==> src/rtl/stream_mux.sv <==
// stream_mux: N-input, WIDTH-bit valid/ready stream multiplexer with a registered output stage.
//
// Arbitration is either software-directed (mode = 0, channel chosen by sel) or round-robin
// (mode = 1, scan starts at an internal pointer that advances past each round-robin winner).
//
// Ports:
//   clk        sole clock, rising edge
//   rst_n      asynchronous active-low reset
//   mode       0 = fixed select via sel, 1 = round-robin
//   sel        channel index used in fixed mode (values >= N grant nothing)
//   in_valid   per-channel valid
//   in_data    flattened channel data, channel i at [i*WIDTH +: WIDTH]
//   in_ready   per-channel ready, combinational, at most one bit set
//   out_valid  output register holds a word
//   out_data   registered data
//   out_src    channel index that supplied out_data
//   out_ready  consumer accepts out_data this cycle
module stream_mux #(
    parameter int unsigned WIDTH = 16,
    parameter int unsigned N     = 8,
    parameter int unsigned SW    = $clog2(N)
) (
    input  logic                 clk,
    input  logic                 rst_n,
    input  logic                 mode,
    input  logic [SW-1:0]        sel,
    input  logic [N-1:0]         in_valid,
    input  logic [N*WIDTH-1:0]   in_data,
    output logic [N-1:0]         in_ready,
    output logic                 out_valid,
    output logic [WIDTH-1:0]     out_data,
    output logic [SW-1:0]        out_src,
    input  logic                 out_ready
);

    // Channel index (base + off) wrapped into 0..N-1; base is always < N.
    function automatic logic [SW-1:0] rr_index(input logic [SW-1:0] base, input int unsigned off);
        int unsigned sum;
        sum = 32'(base) + off;
        if (sum >= N) begin
            sum = sum - N;
        end
        return SW'(sum);
    endfunction

    logic             load_en;
    logic             fix_valid;
    logic             rr_valid;
    logic [SW-1:0]    rr_grant;
    logic             grant_valid;
    logic [SW-1:0]    grant;
    logic [WIDTH-1:0] grant_data;
    logic             transfer;
    logic [SW-1:0]    ptr_q;
    logic [SW-1:0]    ptr_d;

    // rst_n is folded in so in_ready stays low for the whole reset interval.
    assign load_en = rst_n & (~out_valid | out_ready);

    // Fixed select: an out-of-range sel matches no channel, so it grants nothing.
    always_comb begin
        fix_valid = 1'b0;
        for (int unsigned i = 0; i < N; i++) begin
            if (sel == SW'(i)) begin
                fix_valid = in_valid[i];
            end
        end
    end

    // Round-robin: first valid channel at or after ptr, wrapping at N.
    always_comb begin
        rr_valid = 1'b0;
        rr_grant = '0;
        for (int unsigned k = 0; k < N; k++) begin
            if (!rr_valid && in_valid[rr_index(ptr_q, k)]) begin
                rr_valid = 1'b1;
                rr_grant = rr_index(ptr_q, k);
            end
        end
    end

    assign grant_valid = mode ? rr_valid : fix_valid;
    assign grant       = mode ? rr_grant : sel;
    assign transfer    = load_en & grant_valid;

    always_comb begin
        in_ready   = '0;
        grant_data = '0;
        for (int unsigned i = 0; i < N; i++) begin
            if (grant == SW'(i)) begin
                in_ready[i] = transfer;
                grant_data  = in_data[i*WIDTH +: WIDTH];
            end
        end
    end

    // Pointer moves only on round-robin transfers; fixed-mode traffic leaves it alone.
    always_comb begin
        ptr_d = ptr_q;
        if (transfer && mode) begin
            ptr_d = (grant == SW'(N - 1)) ? '0 : grant + SW'(1);
        end
    end

    always_ff @(posedge clk or negedge rst_n) begin
        if (!rst_n) begin
            ptr_q     <= '0;
            out_valid <= 1'b0;
            out_data  <= '0;
            out_src   <= '0;
        end else begin
            ptr_q <= ptr_d;
            if (transfer) begin
                out_valid <= 1'b1;
                out_data  <= grant_data;
                out_src   <= grant;
            end else if (load_en) begin
                // Word drained with nothing to replace it; data and src keep last values.
                out_valid <= 1'b0;
            end
        end
    end

endmodule

==> config.mk <==
export PLATFORM = sky130hd
export DESIGN_NAME = stream_mux
export DESIGN_NICKNAME = d
export VERILOG_FILES = /design/src/rtl/stream_mux.sv
export SDC_FILE = /design/constraint.sdc
export NUM_CORES = 1
export LEC_CHECK = 0
export ABC_AREA = 1
export CORE_MARGIN = 4
export CORE_UTILIZATION = 35
export DETAILED_ROUTE_END_ITERATION = 10
export HOLD_SLACK_MARGIN = 0.15
export PLACE_DENSITY_LB_ADDON = 0.05
export SLEW_MARGIN = 20
export SYNTH_ARGS = -nofsm -noshare
export SYNTH_HDL_FRONTEND = slang
export SYNTH_SLANG_ARGS = --single-unit
==> constraint.sdc <==
create_clock -name clk -period 5.4 [get_ports clk]
set_input_delay 1.08 -clock clk [delete_from_list [all_inputs] [get_ports clk]]
set_output_delay 1.08 -clock clk [all_outputs]
set_load 0.005 [all_outputs]
After elaboration in Yosys (flattened, before gate mapping)
Cells that the tools add are included.

storage, ports and cells
  flip-flop bits (word level) = 23
  bits of input ports = 143
  output and inout port bits = 28
  word-level logic and storage cells = 141

operators by class
  add/sub/neg operators = 16
  $lt $le $gt $ge = 16
  equality and inequality tests = 14
  muxes and demuxes = 69
  bitwise logic cells = 4
  reduce and logical (&&, ||, !) cells = 18

operator list
  operator                                                                      number
  16-bit 2-to-1 mux                                                             8
  3-bit 2-to-1 mux                                                              18
  1-bit 2-to-1 mux                                                              35
  3-bit by 4-bit less-than comparator with 1-bit output, second input constant  8
  4-bit >= comparator, second input constant                                    7
  1-bit binary-select mux with 3-bit select                                     8
  3-bit == test, second input constant                                          8
  3-bit by 1-bit subtractor with 3-bit output, second input constant            8
  3-bit by 3-bit adder with 4-bit output, second input constant                 4
  3-bit by 2-bit == test with 1-bit output, second input constant               4
  3-bit by 2-bit adder with 4-bit output, second input constant                 2
  1-bit logical AND                                                             8
  1-bit zero test                                                               7
  3-bit by 1-bit == test with 1-bit output, second input constant               2
  3-bit zero test                                                               2
  3-bit by 1-bit adder with 4-bit output, second input constant                 1
  3-bit by 4-bit >= comparator with 1-bit output, second input constant         1
  3-bit by 1-bit adder with 3-bit output, second input constant                 1
  1-bit bitwise AND                                                             2
  2-bit nonzero test                                                            1
  1-bit NOT                                                                     1
  1-bit OR                                                                      1

Logic depth before layout (Yosys ltp)
Gate-level depths: netlist (run 1).

  depth in word-level cells = 36
  depth in mapped cells = 31
  mapped depth without buffers = 28

Worst setup path after synthesis (run 1)
No wires, ideal clock.

  path type = register to output
  from = reg ptr_q[0]
  to = out in_ready[3]
  arrival = 3.245 ns
  required time = 4.320 ns
  slack = 1.075 ns
  cell stages (with the launch flop) = 22
  path buffers = 3
  cell sequence = dfrtp_1 -> buf_4 -> inv_2 -> buf_6 -> ha_1 -> inv_1 -> nand3_1 -> nand3_2 -> nand2_4 -> nand3_1 -> nor2_1 -> a211oi_1 -> o2111ai_1 -> a31oi_1 -> o211ai_1 -> o21ai_0 -> inv_1 -> ha_1 -> ha_1 -> inv_1 -> buf_1 -> nor2_1

on the way
  cells in the longest elaborated chain, start to end = 29
  elaborated cells between the ends (all ways) = 82
  those cells by class = 15 x add/sub; 8 x order compare; 1 x eq/ne; 43 x mux; 1 x bitwise; 14 x reduce/logical

ends and longest elaborated chain
  element                                                                          RTL line  text
  start, declared                                                                  54        logic [SW-1:0] ptr_q;
  start signal, assigned                                                           112       ptr_q <= ptr_d;
  branches (longest 25 deep; another with 3-bit by 1-bit adder with 4-bit output)  --
  3-bit 2-to-1 mux (*)                                                             75        if (!rr_valid && in_valid[rr_index(ptr_q, k)]) begin
  3-bit 2-to-1 mux (*)                                                             83        assign grant = mode ? rr_grant : sel;
  named net grant[1]                                                               51        logic [SW-1:0] grant;
  3-bit by 2-bit == test with 1-bit output (*)                                     90        if (grant == SW'(i)) begin
  1-bit 2-to-1 mux (*)                                                             90
  end, declared                                                                    29        output logic [N-1:0] in_ready,

Mark *: on every way through the listed nets, which the timed path passes. The select of a mux whose other input is x is not followed.

Final worst setup path (run 1)
  from = in in_valid[2]
  to = out in_ready[4]

on the way
  cells in the longest elaborated chain, start to end = 27
  elaborated cells between the ends (all ways) = 57
  those cells by class = 1 x eq/ne; 41 x mux; 1 x bitwise; 14 x reduce/logical

ends and longest elaborated chain
  element                                                      RTL line  text
  start, declared                                              27        input logic [N-1:0] in_valid,
  1-bit binary-select mux with 3-bit select                    75
  1-bit 2-to-1 mux (not written as such)                       75
  1-bit 2-to-1 mux                                             75
  1-bit zero test                                              75
  1-bit logical AND                                            75
  1-bit 2-to-1 mux                                             75
  1-bit zero test                                              75
  1-bit logical AND                                            75
  [11 not listed]                                              --
  1-bit logical AND                                            75
  1-bit 2-to-1 mux                                             75
  1-bit zero test                                              75
  1-bit logical AND                                            75
  3-bit 2-to-1 mux / 1-bit 2-to-1 mux (equally long branches)  75
  3-bit 2-to-1 mux / 1-bit 2-to-1 mux (equally long branches)  83, 82
  3-bit == test / 1-bit bitwise AND (equally long branches)    90, 84
  1-bit 2-to-1 mux (*)                                         90

Every way passes the cells marked *; elsewhere a longest branch is shown, timed or not. The select of a mux whose other input is x is not followed.

==> results of run 1 <==
## worst max path at each step
| stage | startpoint | endpoint | slack (ps) |
|---|---|---|---|
| 5_1_grt | in_valid[4] | in_ready[4] | -20 |
| 6_report | in_valid[2] | in_ready[4] | 200 |
| 4_1_cts | in_valid[7] | in_ready[2] | 80 |
| 3_5_place_dp | in_valid[7] | in_ready[2] | 90 |
| 2_1_floorplan | ptr_q[0]$_DFFE_PN0P_ | in_ready[3] | 1080 |
| 3_3_place_gp | in_valid[6] | in_ready[4] | 120 |
## area by class of cell
cell class,count,area share [%]
inverters,100,6.96
well taps,129,2.99
repair buffers,192,34.8
clock inverters,1,0.0928
clock buffers,3,0.766
multi-input cells,475,43.8
flip-flops and latches,23,10.7
## metal layers
layer	vias up	GRT usage, %
met3	12	4.15
met1	1895	30.7
li1	2299	-
met5	-	0
met2	156	32.2
met4	0	4.02
## kinds of logic (layout without fill, tap and decap cells)
family | Yosys count | count (layout) | synth area share, %
mux | 1 | 1 | 0.291
buf+inv | 128 | 296 | 15.1
compound gates | 64 | 64 | 11.1
xor+xnor | 5 | 5 | 1.27
flops | 23 | 23 | 16.8
simple gates | 398 | 398 | 52.9
fa+ha+maj | 7 | 7 | 2.55
## registers in the layout (all words and copies together) (netlist names)
name and cells:
out_data 16, out_src 3, out_valid 1, ptr_q 3
## metrics by stage
stage / instances / setup TNS (ps) / total power [uW]
after floorplan: 626 / 0 / 2250
after global placement: 915 / 0 / 3060
after detailed placement: 915 / 0 / 3080
after CTS: 919 / 0 / 3190
after global routing: 923 / -16.5 / 3650
final: 923 / 0 / 3240
## power groups by stage
| stage | Combinational, uW | Sequential, uW | Clock [uW] |
|---|---|---|---|
| CTS | 2780 | 309 | 108 |
| global placement | 2750 | 310 | 0 |
| floorplan | 1950 | 296 | 0 |
| global route | 3210 | 320 | 116 |
| finish | 2830 | 309 | 104 |
| detailed placement | 2770 | 308 | 0 |
## what timing repair did
item / CTS / global route
hold endpoints to repair: 0 / 0
resized for setup: 0 / 11
setup endpoints to repair: 0 / 7
setup buffers: 0 / 4
## placed cells by master (no fill, tap or decap), types with 3 or more instances in the layout
cell               n
clkbuf_8           3
inv_2              9
ha_1               7
nor2_2             4
nand2_2            3
nor2_1            60
o21ai_1            9
dlymetal6s2s_1     3
clkdlybuf4s50_1  167
nand2_1          218
nand3_1           62
nor3_1             3
buf_4             22
or2_2              7
a22o_1            10
or2_0              3
inv_1             91
nand3_2            7
xor2_1             3
nand4_1           18
dfrtp_1           23
nand2_4            3
o21ai_0           26
a21oi_1           10
## critical path, delay by kind of cell
kind	cells	cell delay, ps
simple gates	8	840
fa+ha+maj	1	180
compound gates	5	730
buf+inv	5	1290
==> results.md, run 1 <==
* Status: completed
* DR pass1 iterations at 4
* CTS HTree Levels at 1
* Synth warn at 0
* Most common cell in the synthesized netlist: nand2_1
* Vias in the first global route at 4012
* Final period utilization at 96.4%
* Pre-CTS setup slack at 87.1 ps
* Post-route ant nets at 0
* Clock Pin Slew Worst Setup and Hold Paths at 70 ps
* Fin. Hold Viols at 0
* Setup ws final at 197 ps
* Largest net degree at the start of global routing at 34
* Max Buffers Root-to-Sink at 2
* Capturing element type of the critical path: primary output
* Synth top cells by count: 218 x nand2_1, 93 x inv_1, 63 x nand3_1
* Max Cap Violations at 0
* Synth Flop Type: dfrtp_1
* Internal at 1400 uW
* WL met1 at 6070 um
* Synth cell types at 41
* Die ar. at 11500 um^2
* Switching share of power at 57.0%
* Routed wire per std cell at 14.0 um
* CTS tree: done
* WS Path Type: input port to primary output
* Reg2reg start: ptr_q[0]$_DFFE_PN0P_
* Core area at 9420 um^2
* Minimum clock period at 5200 ps
* Pwr dens at 602 nW/um^2
* Row count at 35
* DR vias/cell at 4.73
* DP HPWL at 10700 um
* Antenna fix cells at 0
* Worst VDD drop at 263 uV
* Combinational share of power at 87.3%
* Initial Util at 36.5%
* Worst Path Required at 4320 ps
* Global-route wire length before repair at 19900 um
* R2r setup slk at 1430 ps
* Number of synthesized flops with an enable pin at 0
* Seq/Total Area, Yosys at 16.8%
* Top Ports at 171
* Sequential share of power at 9.5%
* Tot GR Track Use at 21.1%
* Hold_buf cts at 0
* Die Ht at 107 um
* Initial antenna violation count at 0
* Routability Congestion at 0.921
* CP cell instances: clkdlybuf4s50_1 > nand2_1 > nand3_1 > nand3_2 > nand2_4 > nand3_1 > nor2_1 > a211oi_2 > o2111ai_1 > a31oi_1 > o211ai_1 > o21ai_0 > buf_4 > ha_1 > inv_2 > nor2_4 > inv_2 > nor2_1 > clkdlybuf4s50_1
* Clock latency at the later pin of the worst-skew pair at 260 ps
* Post-Syn Area at 3440 um^2
* Post-synthesis async set-or-reset flop share at 100%
* Clock root buffer: clkbuf_8
* Static Leak at 0.00277 uW
* WL met2 at 5570 um
* Avg Inst Size Synth at 5.49 um^2
* Synth Register Bits at 23
* Via count at 4362
* CTS Sinks at 23
* Most area-consuming cells after synthesis: nand2_1 24%, dfrtp_1 17%, inv_1 10%, nand3_1 9.2%, nor2_1 6.7%
* CP max FO at 3
* Post-synth top area share at 23.8%
* P&R area growth vs syn at 57.0%
* Critical Path Source Type: input port
* Max Freq at 192 MHz
* CP max stage cell: clkdlybuf4s50_1
* PortBufs at 170
* Syn Nets at 776
* WHS at 488 ps
* Hold path depth at 2
* Fraction of layout cells with a size suffix above 1 at 8.69%
* Max incr delay on CP at 530 ps
* Fin util at 57.3%
* Worst min path class: register to register
* Largest area contributor in the netlist: nand2_1
* Fin. max-slew vios at 0
* DRC at 0
* Reg area at 576 um^2
* Die width at 107 um
* Initial drt markers at 226
* Fill count at 966
* Final WL at 12900 um
* Fin nets at 945
* Critical path data arrival time at 4120 ps
* Top layer in use: met4
* Setup violations, final at 0
* Reg-to-Reg End: out_data[3]$_DFFE_PN0P_
* Clk_skew at 9.27 ps
* CTS Buf Count at 3
* Placed Area at 5290 um^2
* Met3 WL at 1080 um
* Total gr overflow at 0
* Multi-input combinational cell area at 2360 um^2
* Switch Pwr at 1850 uW
* Hold_sp: out_data[1]$_DFFE_PN0P_
* Hold Path End: out_data[1]$_DFFE_PN0P_
* R2r worst-path depth at 27
* Slew margin rel. at 57.6%
* Least-Margin Pin Slew at 635 ps
* Clock network power share at 3.2%
* Synth Instances at 626
* Final instance area at 5390 um^2
Power figures use the tool's default switching activity.
==> run 2, diff against run 1 <==
--- a/config.mk
+++ b/config.mk
@@ -8,9 +8,11 @@
 export ABC_AREA = 1
 export CORE_MARGIN = 4
 export CORE_UTILIZATION = 35
+export CTS_CLUSTER_DIAMETER = 80
 export DETAILED_ROUTE_END_ITERATION = 10
 export HOLD_SLACK_MARGIN = 0.15
 export PLACE_DENSITY_LB_ADDON = 0.05
+export RECOVER_POWER = 100
 export SLEW_MARGIN = 20
 export SYNTH_ARGS = -nofsm -noshare
 export SYNTH_HDL_FRONTEND = slang
==> results.md, run 2 (same netlist as run 1, synthesis figures left out) <==
* Status: completed
* Met3 WL at 1070 um (-0.37%)
* Initial Util at 36.5% (unchanged)
* Via count at 4363 (+0.023%)
* Largest net degree at the start of global routing at 34 (unchanged)
* WL met2 at 5600 um (+0.41%)
* Vias in the first global route at 4012 (unchanged)
* Initial drt markers at 207 (-8.4%)
* Post-route ant nets at 0 (unchanged)
* CTS HTree Levels at 1 (unchanged)
* Commonest non-fill, non-tap cell in the layout: nand2_1
* PortBufs at 170 (unchanged)
* Clock latency at the later pin of the worst-skew pair at 260 ps (about the same)
* Fin nets at 945 (unchanged)
* Initial antenna violation count at 0 (unchanged)
* PnR Total Power at 3180 uW (-2.0%)
* Combinational share of power at 87.1% (-0.2 points)
* Die ar. at 11500 um^2 (unchanged)
* Fin cells at 923 (unchanged)
* Least-Margin Pin Slew at 1210 ps (+571 ps)
* Most frequent cells in the layout: 218 x nand2_1, 145 x clkdlybuf4s50_1, 93 x inv_1, 62 x nand3_1, 61 x nor2_1
* Die width at 107 um (unchanged)
* Routed wire per std cell at 14.0 um (about the same)
* Crit path launch: in_valid[2]
* Clock network power share at 3.3% (about the same)
* Fin util at 56.9% (-0.33 points)
* Reg2reg start: ptr_q[0]$_DFFE_PN0P_
* P&R area growth vs syn at 56.0%
* Core area at 9420 um^2 (unchanged)
* Antenna fix cells at 0 (unchanged)
* Fin. max-slew vios at 0 (unchanged)
* Die Ht at 107 um (unchanged)
* Worst VDD drop at 256 uV (-2.4%)
* DRC at 0 (unchanged)
* Max Freq at 192 MHz (-0.18%)
* Worst Path Required at 4320 ps (about the same)
* Top layer in use: met4
* Row count at 35 (unchanged)
* Fill count at 972 (+0.62%)
* WL met1 at 6040 um (-0.46%)
* Routability Congestion at 0.921 (unchanged)
* Largest regs: out_data x16, out_src x3, ptr_q x3
* CP max FO at 3 (unchanged)
* Final period utilization at 96.5% (+0.17 points)
* Fin. Hold Viols at 0 (unchanged)
* Setup violations, final at 0 (unchanged)
* Global-route wire length before repair at 19900 um (unchanged)
* Fraction of layout cells with a size suffix above 1 at 7.93% (-0.76 points)
* CTS Sinks at 23 (unchanged)
* Max Cap Violations at 0 (unchanged)
* Sequential share of power at 9.6% (about the same)
* Reg with most FFs: out_data
* Clock Pin Slew Worst Setup and Hold Paths at 70 ps (about the same)
* Switch Pwr at 1820 uW (-1.5%)
* Placed cells at 915 (unchanged)
* Switching share of power at 57.3% (+0.32 points)
* WS Path Type: input port to primary output
* Clk_skew at 9.53 ps (+0.264 ps)
* DR pass1 iterations at 4 (unchanged)
* R2r worst-path depth at 26 (-3.7%)
* Internal at 1360 uW (-2.8%)
* Worst min path class: register to register
* Reg area at 576 um^2 (unchanged)
* Minimum clock period at 5210 ps (+9.28 ps)
* Pwr dens at 593 nW/um^2 (-1.5%)
* Multi-input combinational cell area at 2340 um^2 (-0.90%)
* CTS tree: done
* DP HPWL at 10700 um (unchanged)
* R2r setup slk at 990 ps (-440 ps)
* Max reg flops at 16 (unchanged)
* Critical path data arrival time at 4130 ps (about the same)
* Slew margin rel. at 19.6% (-38 points)
* Tot GR Track Use at 21.1% (unchanged)
* CTS Buf Count at 3 (unchanged)
* Clock root buffer: clkbuf_8
* Max Buffers Root-to-Sink at 2 (unchanged)
* Static Leak at 0.00277 uW (-0.16%)
* Top Ports at 171 (unchanged)
* Total gr overflow at 0 (unchanged)
* Final WL at 12900 um (about the same)
* Hold_buf cts at 0 (unchanged)
* Capturing element type of the critical path: primary output
* Reg-to-Reg End: out_data[9]$_DFFE_PN0P_
* Critical Path Source Type: input port
* Setup crit end: in_ready[4]
* DR vias/cell at 4.73 (about the same)
-- run 2: metal layers --
layer	track usage, %	vias up
met5	0	-
met4	4.02	0
met3	4.15	12
met2	32.2	157
met1	30.7	1895
li1	-	2299
-- run 2: worst min-delay path by stage --
stage	start	endpoint	slack, ps	cells past startpoint
after floorplan	out_data[10]$_DFFE_PN0P_	out_data[10]$_DFFE_PN0P_	470	2
after global placement	out_data[14]$_DFFE_PN0P_	out_data[14]$_DFFE_PN0P_	460	2
after detailed placement	out_data[2]$_DFFE_PN0P_	out_data[2]$_DFFE_PN0P_	470	2
after CTS	out_data[14]$_DFFE_PN0P_	out_data[14]$_DFFE_PN0P_	490	2
after global routing	out_data[14]$_DFFE_PN0P_	out_data[14]$_DFFE_PN0P_	510	2
final	out_data[1]$_DFFE_PN0P_	out_data[1]$_DFFE_PN0P_	480	2
-- run 2: power by group through the flow --
stage	Sequential [uW]	Combinational, uW	Clock [uW]
6_report	305	2770	104
4_1_cts	309	2780	108
5_1_grt	317	3150	116
2_1_floorplan	296	1950	0
3_3_place_gp	310	2750	0
3_5_place_dp	308	2770	0
-- run 2: cell type report --
cell class / instances / area share, %
clock buffer: 3 / 0.770
clock inverter: 1 / 0.0933
inverter: 100 / 7.00
multi-input combinational: 475 / 43.6
sequential: 23 / 10.7
tap: 129 / 3.01
timing repair buffer: 192 / 34.8
-- run 2: worst max-delay path, cell delays in order --
cell             delay (ps)
clkdlybuf4s50_1         470
nand2_1                 120
nand3_1                 110
nand3_2                 130
nand2_4                  90
nand3_1                  90
nor2_1                   60
a211oi_2                230
o2111ai_1               130
a31oi_1                 160
o211ai_1                 90
o21ai_0                 120
buf_4                   170
ha_1                    180
inv_2                    80
nor2_4                  120
inv_2                    40
nor2_1                  120
clkdlybuf4s50_1         530
-- run 2: per-stage QoR --
step	setup TNS [ps]	instance area, um^2	setup WS (ps)	hold slack, ps
detailed placement	0	5290	87.1	465
finish	0	5360	188	482
floorplan	0	3440	1080	472
global placement	0	5290	124	463
global route	-16.2	5360	-16.2	512
CTS	0	5340	77.3	491
-- run 2: timing repair --
item | CTS | global route
setup endpoints to repair | 0 | 7
setup buffers | 0 | 4
resized for setup | 0 | 11
==> run 3, diff against run 2 <==
--- a/config.mk
+++ b/config.mk
@@ -6,8 +6,9 @@
 export NUM_CORES = 1
 export LEC_CHECK = 0
 export ABC_AREA = 1
+export CAP_MARGIN = 20
 export CORE_MARGIN = 4
-export CORE_UTILIZATION = 35
+export CORE_UTILIZATION = 42
 export CTS_CLUSTER_DIAMETER = 80
 export DETAILED_ROUTE_END_ITERATION = 10
 export HOLD_SLACK_MARGIN = 0.15
==> results.md, run 3 (same netlist as run 1, synthesis figures left out) <==
* Status: completed
* CTS HTree Levels at 1 (unchanged)
* Critical path data arrival time at 4120 ps (about the same)
* PortBufs at 170 (unchanged)
* CTS Buf Count at 3 (unchanged)
* Worst min path class: register to register
* Slew margin rel. at 18.0% (-1.6 points)
* Final period utilization at 96.3% (-0.28 points)
* CP max FO at 3 (unchanged)
* Fin. max-slew vios at 0 (unchanged)
* Fin cells at 893 (-3.3%)
* P&R area growth vs syn at 55.9%
* Max Cap Violations at 0 (unchanged)
* Top Ports at 171 (unchanged)
* Vias in the first global route at 4227 (+5.4%)
* Final WL at 12800 um (-0.56%)
* Least-Margin Pin Slew at 1230 ps (+24.0 ps)
* Fin. Hold Viols at 0 (unchanged)
* DR pass1 iterations at 4 (unchanged)
* Resized cells post-CTS at 0 (unchanged)
* Max reg flops at 16 (unchanged)
* Minimum clock period at 5200 ps (-14.9 ps)
* Pwr dens at 601 nW/um^2 (+1.4%)
* DP HPWL at 10500 um (-2.3%)
* Fraction of layout cells with a size suffix above 1 at 8.72% (+0.79 points)
* PnR Total Power at 3220 uW (+1.3%)
* Pre-CTS setup slack at 115 ps (+28.3 ps)
* Setup ws final at 202 ps (+14.9 ps)
* Routability Congestion at 0.939 (+2.0%)
* Most frequent cells in the layout: 217 x nand2_1, 148 x clkdlybuf4s50_1, 92 x inv_1, 60 x nor2_1, 59 x nand3_1
* Critical Path Source Type: input port
* Row count at 32 (-8.6%)
* Antenna fix cells at 0 (unchanged)
* Worst VDD drop at 273 uV (+6.3%)
* Die Ht at 98.4 um (-8.1%)
* Setup violations, final at 0 (unchanged)
* Post-route ant nets at 0 (unchanged)
* Setup TNS at 0 ps (unchanged)
* Die width at 98.4 um (-8.1%)
* Fin nets at 942 (-0.32%)
* Initial antenna violation count at 0 (unchanged)
* Clock latency at the later pin of the worst-skew pair at 270 ps (about the same)
* Commonest non-fill, non-tap cell in the layout: nand2_1
* Clock Pin Slew Worst Setup and Hold Paths at 80 ps (about the same)
* Core area at 7850 um^2 (-17%)
* DRC at 0 (unchanged)
* Max Buffers Root-to-Sink at 2 (unchanged)
* Worst Path Required at 4320 ps (about the same)
* WHS at 481 ps (-0.605 ps)
* Global-route wire length before repair at 20600 um (+3.5%)
* Routed wire per std cell at 14.3 um (+2.8%)
* WS Path Type: input port to primary output
* Die ar. at 9690 um^2 (-15%)
* Static Leak at 0.00272 uW (-1.5%)
* CTS Sinks at 23 (unchanged)
* DR vias/cell at 4.96 (+4.9%)
* Initial drt markers at 307 (+48%)
* Largest regs: out_data x16, out_src x3, ptr_q x3
* Reg with most FFs: out_data
* Hold_buf cts at 0 (unchanged)
* Placed cells at 889 (-2.8%)
* Clk_skew at 5.44 ps (-4.09 ps)
* Tot GR Track Use at 25.6% (+4.6 points)
* Initial Util at 43.8% (+7.3 points)
* Via count at 4426 (+1.4%)
* Largest net degree at the start of global routing at 34 (unchanged)
* Post-CTS setup buffer count at 0 (unchanged)
* Capturing element type of the critical path: primary output
* Total gr overflow at 0 (unchanged)
* Max Freq at 192 MHz (+0.29%)
* Clock root buffer: clkbuf_8
* CTS tree: done
-- run 3: changes by cell type in the layout (fill, tap and decap cells not counted), moves of 2 or more --
cell,delta
buf_4,-4
nand3_2,+2
ha_1,-3
nand3_1,-3
clkbuf_1,+2
clkdlybuf4s50_1,+3
ha_2,+3
-- run 3: per-layer routing --
| metal | vias to the layer above | GRT usage (%) | wire [um] |
|---|---|---|---|
| li1 | 2298 | - | - |
| met1 | 1912 | 36.9 | 5920 |
| met4 | 0 | 5.46 | 242 |
| met5 | - | 0 | 0 |
| met2 | 198 | 39.9 | 5490 |
| met3 | 18 | 5.10 | 1160 |
-- run 3: metrics by stage --
stage | utilization [%] | cell area [um^2]
2_1_floorplan | - | 3440
3_3_place_gp | 67.1 | 5270
3_5_place_dp | 67.1 | 5270
4_1_cts | 67.7 | 5310
5_1_grt | 68.2 | 5360
6_report | 68.2 | 5360
-- run 3: layout make-up --
cell class | instances | area, um^2
Timing Repair Buffer | 189 | 1830
Clock buffer | 4 | 45.0
Tap cell | 102 | 128
Inverter | 100 | 375
Fill cell | 696 | 2490
Multi-Input combinational cell | 475 | 2400
Sequential cell | 23 | 576
-- run 3: path summary, 6_finish.rpt --
check | slack (ps) | cells past startpoint | endpoint | from
min in group asynchronous | 1670 | 2 | out_data[2]$_DFFE_PN0P_ | rst_n
worst min register to register | 480 | 2 | out_data[14]$_DFFE_PN0P_ | out_data[14]$_DFFE_PN0P_
max in group asynchronous | 3000 | 2 | out_data[8]$_DFFE_PN0P_ | rst_n
worst max register to register | 960 | 26 | out_data[4]$_DFFE_PN0P_ | ptr_q[1]$_DFFE_PN0P_
worst min-delay path | 480 | 2 | out_data[14]$_DFFE_PN0P_ | out_data[14]$_DFFE_PN0P_
worst max-delay path | 200 | 19 | in_ready[4] | in_valid[0]
-- run 3: where the power goes --
| part | leakage (uW) | total (uW) | switching (uW) | internal [uW] |
|---|---|---|---|---|
| clock network | 0.0000228 | 107 | 54.4 | 52.7 |
| logic | 0.00241 | 2810 | 1750 | 1050 |
| registers | 0.000288 | 305 | 53.7 | 252 |
-- run 3: worst max-delay path, stage by stage --
cell and delay, ps:
clkdlybuf4s50_1 460, nand2_1 110, nand3_1 140, nand3_2 150
nand2_4 80, nand3_1 90, nor2_1 60, a211oi_2 220
o2111ai_2 120, a31oi_1 160, o211ai_1 100, o21ai_1 120
buf_4 160, ha_2 190, inv_1 100, nor2_4 130
inv_2 50, nor2_1 80, clkdlybuf4s50_1 500
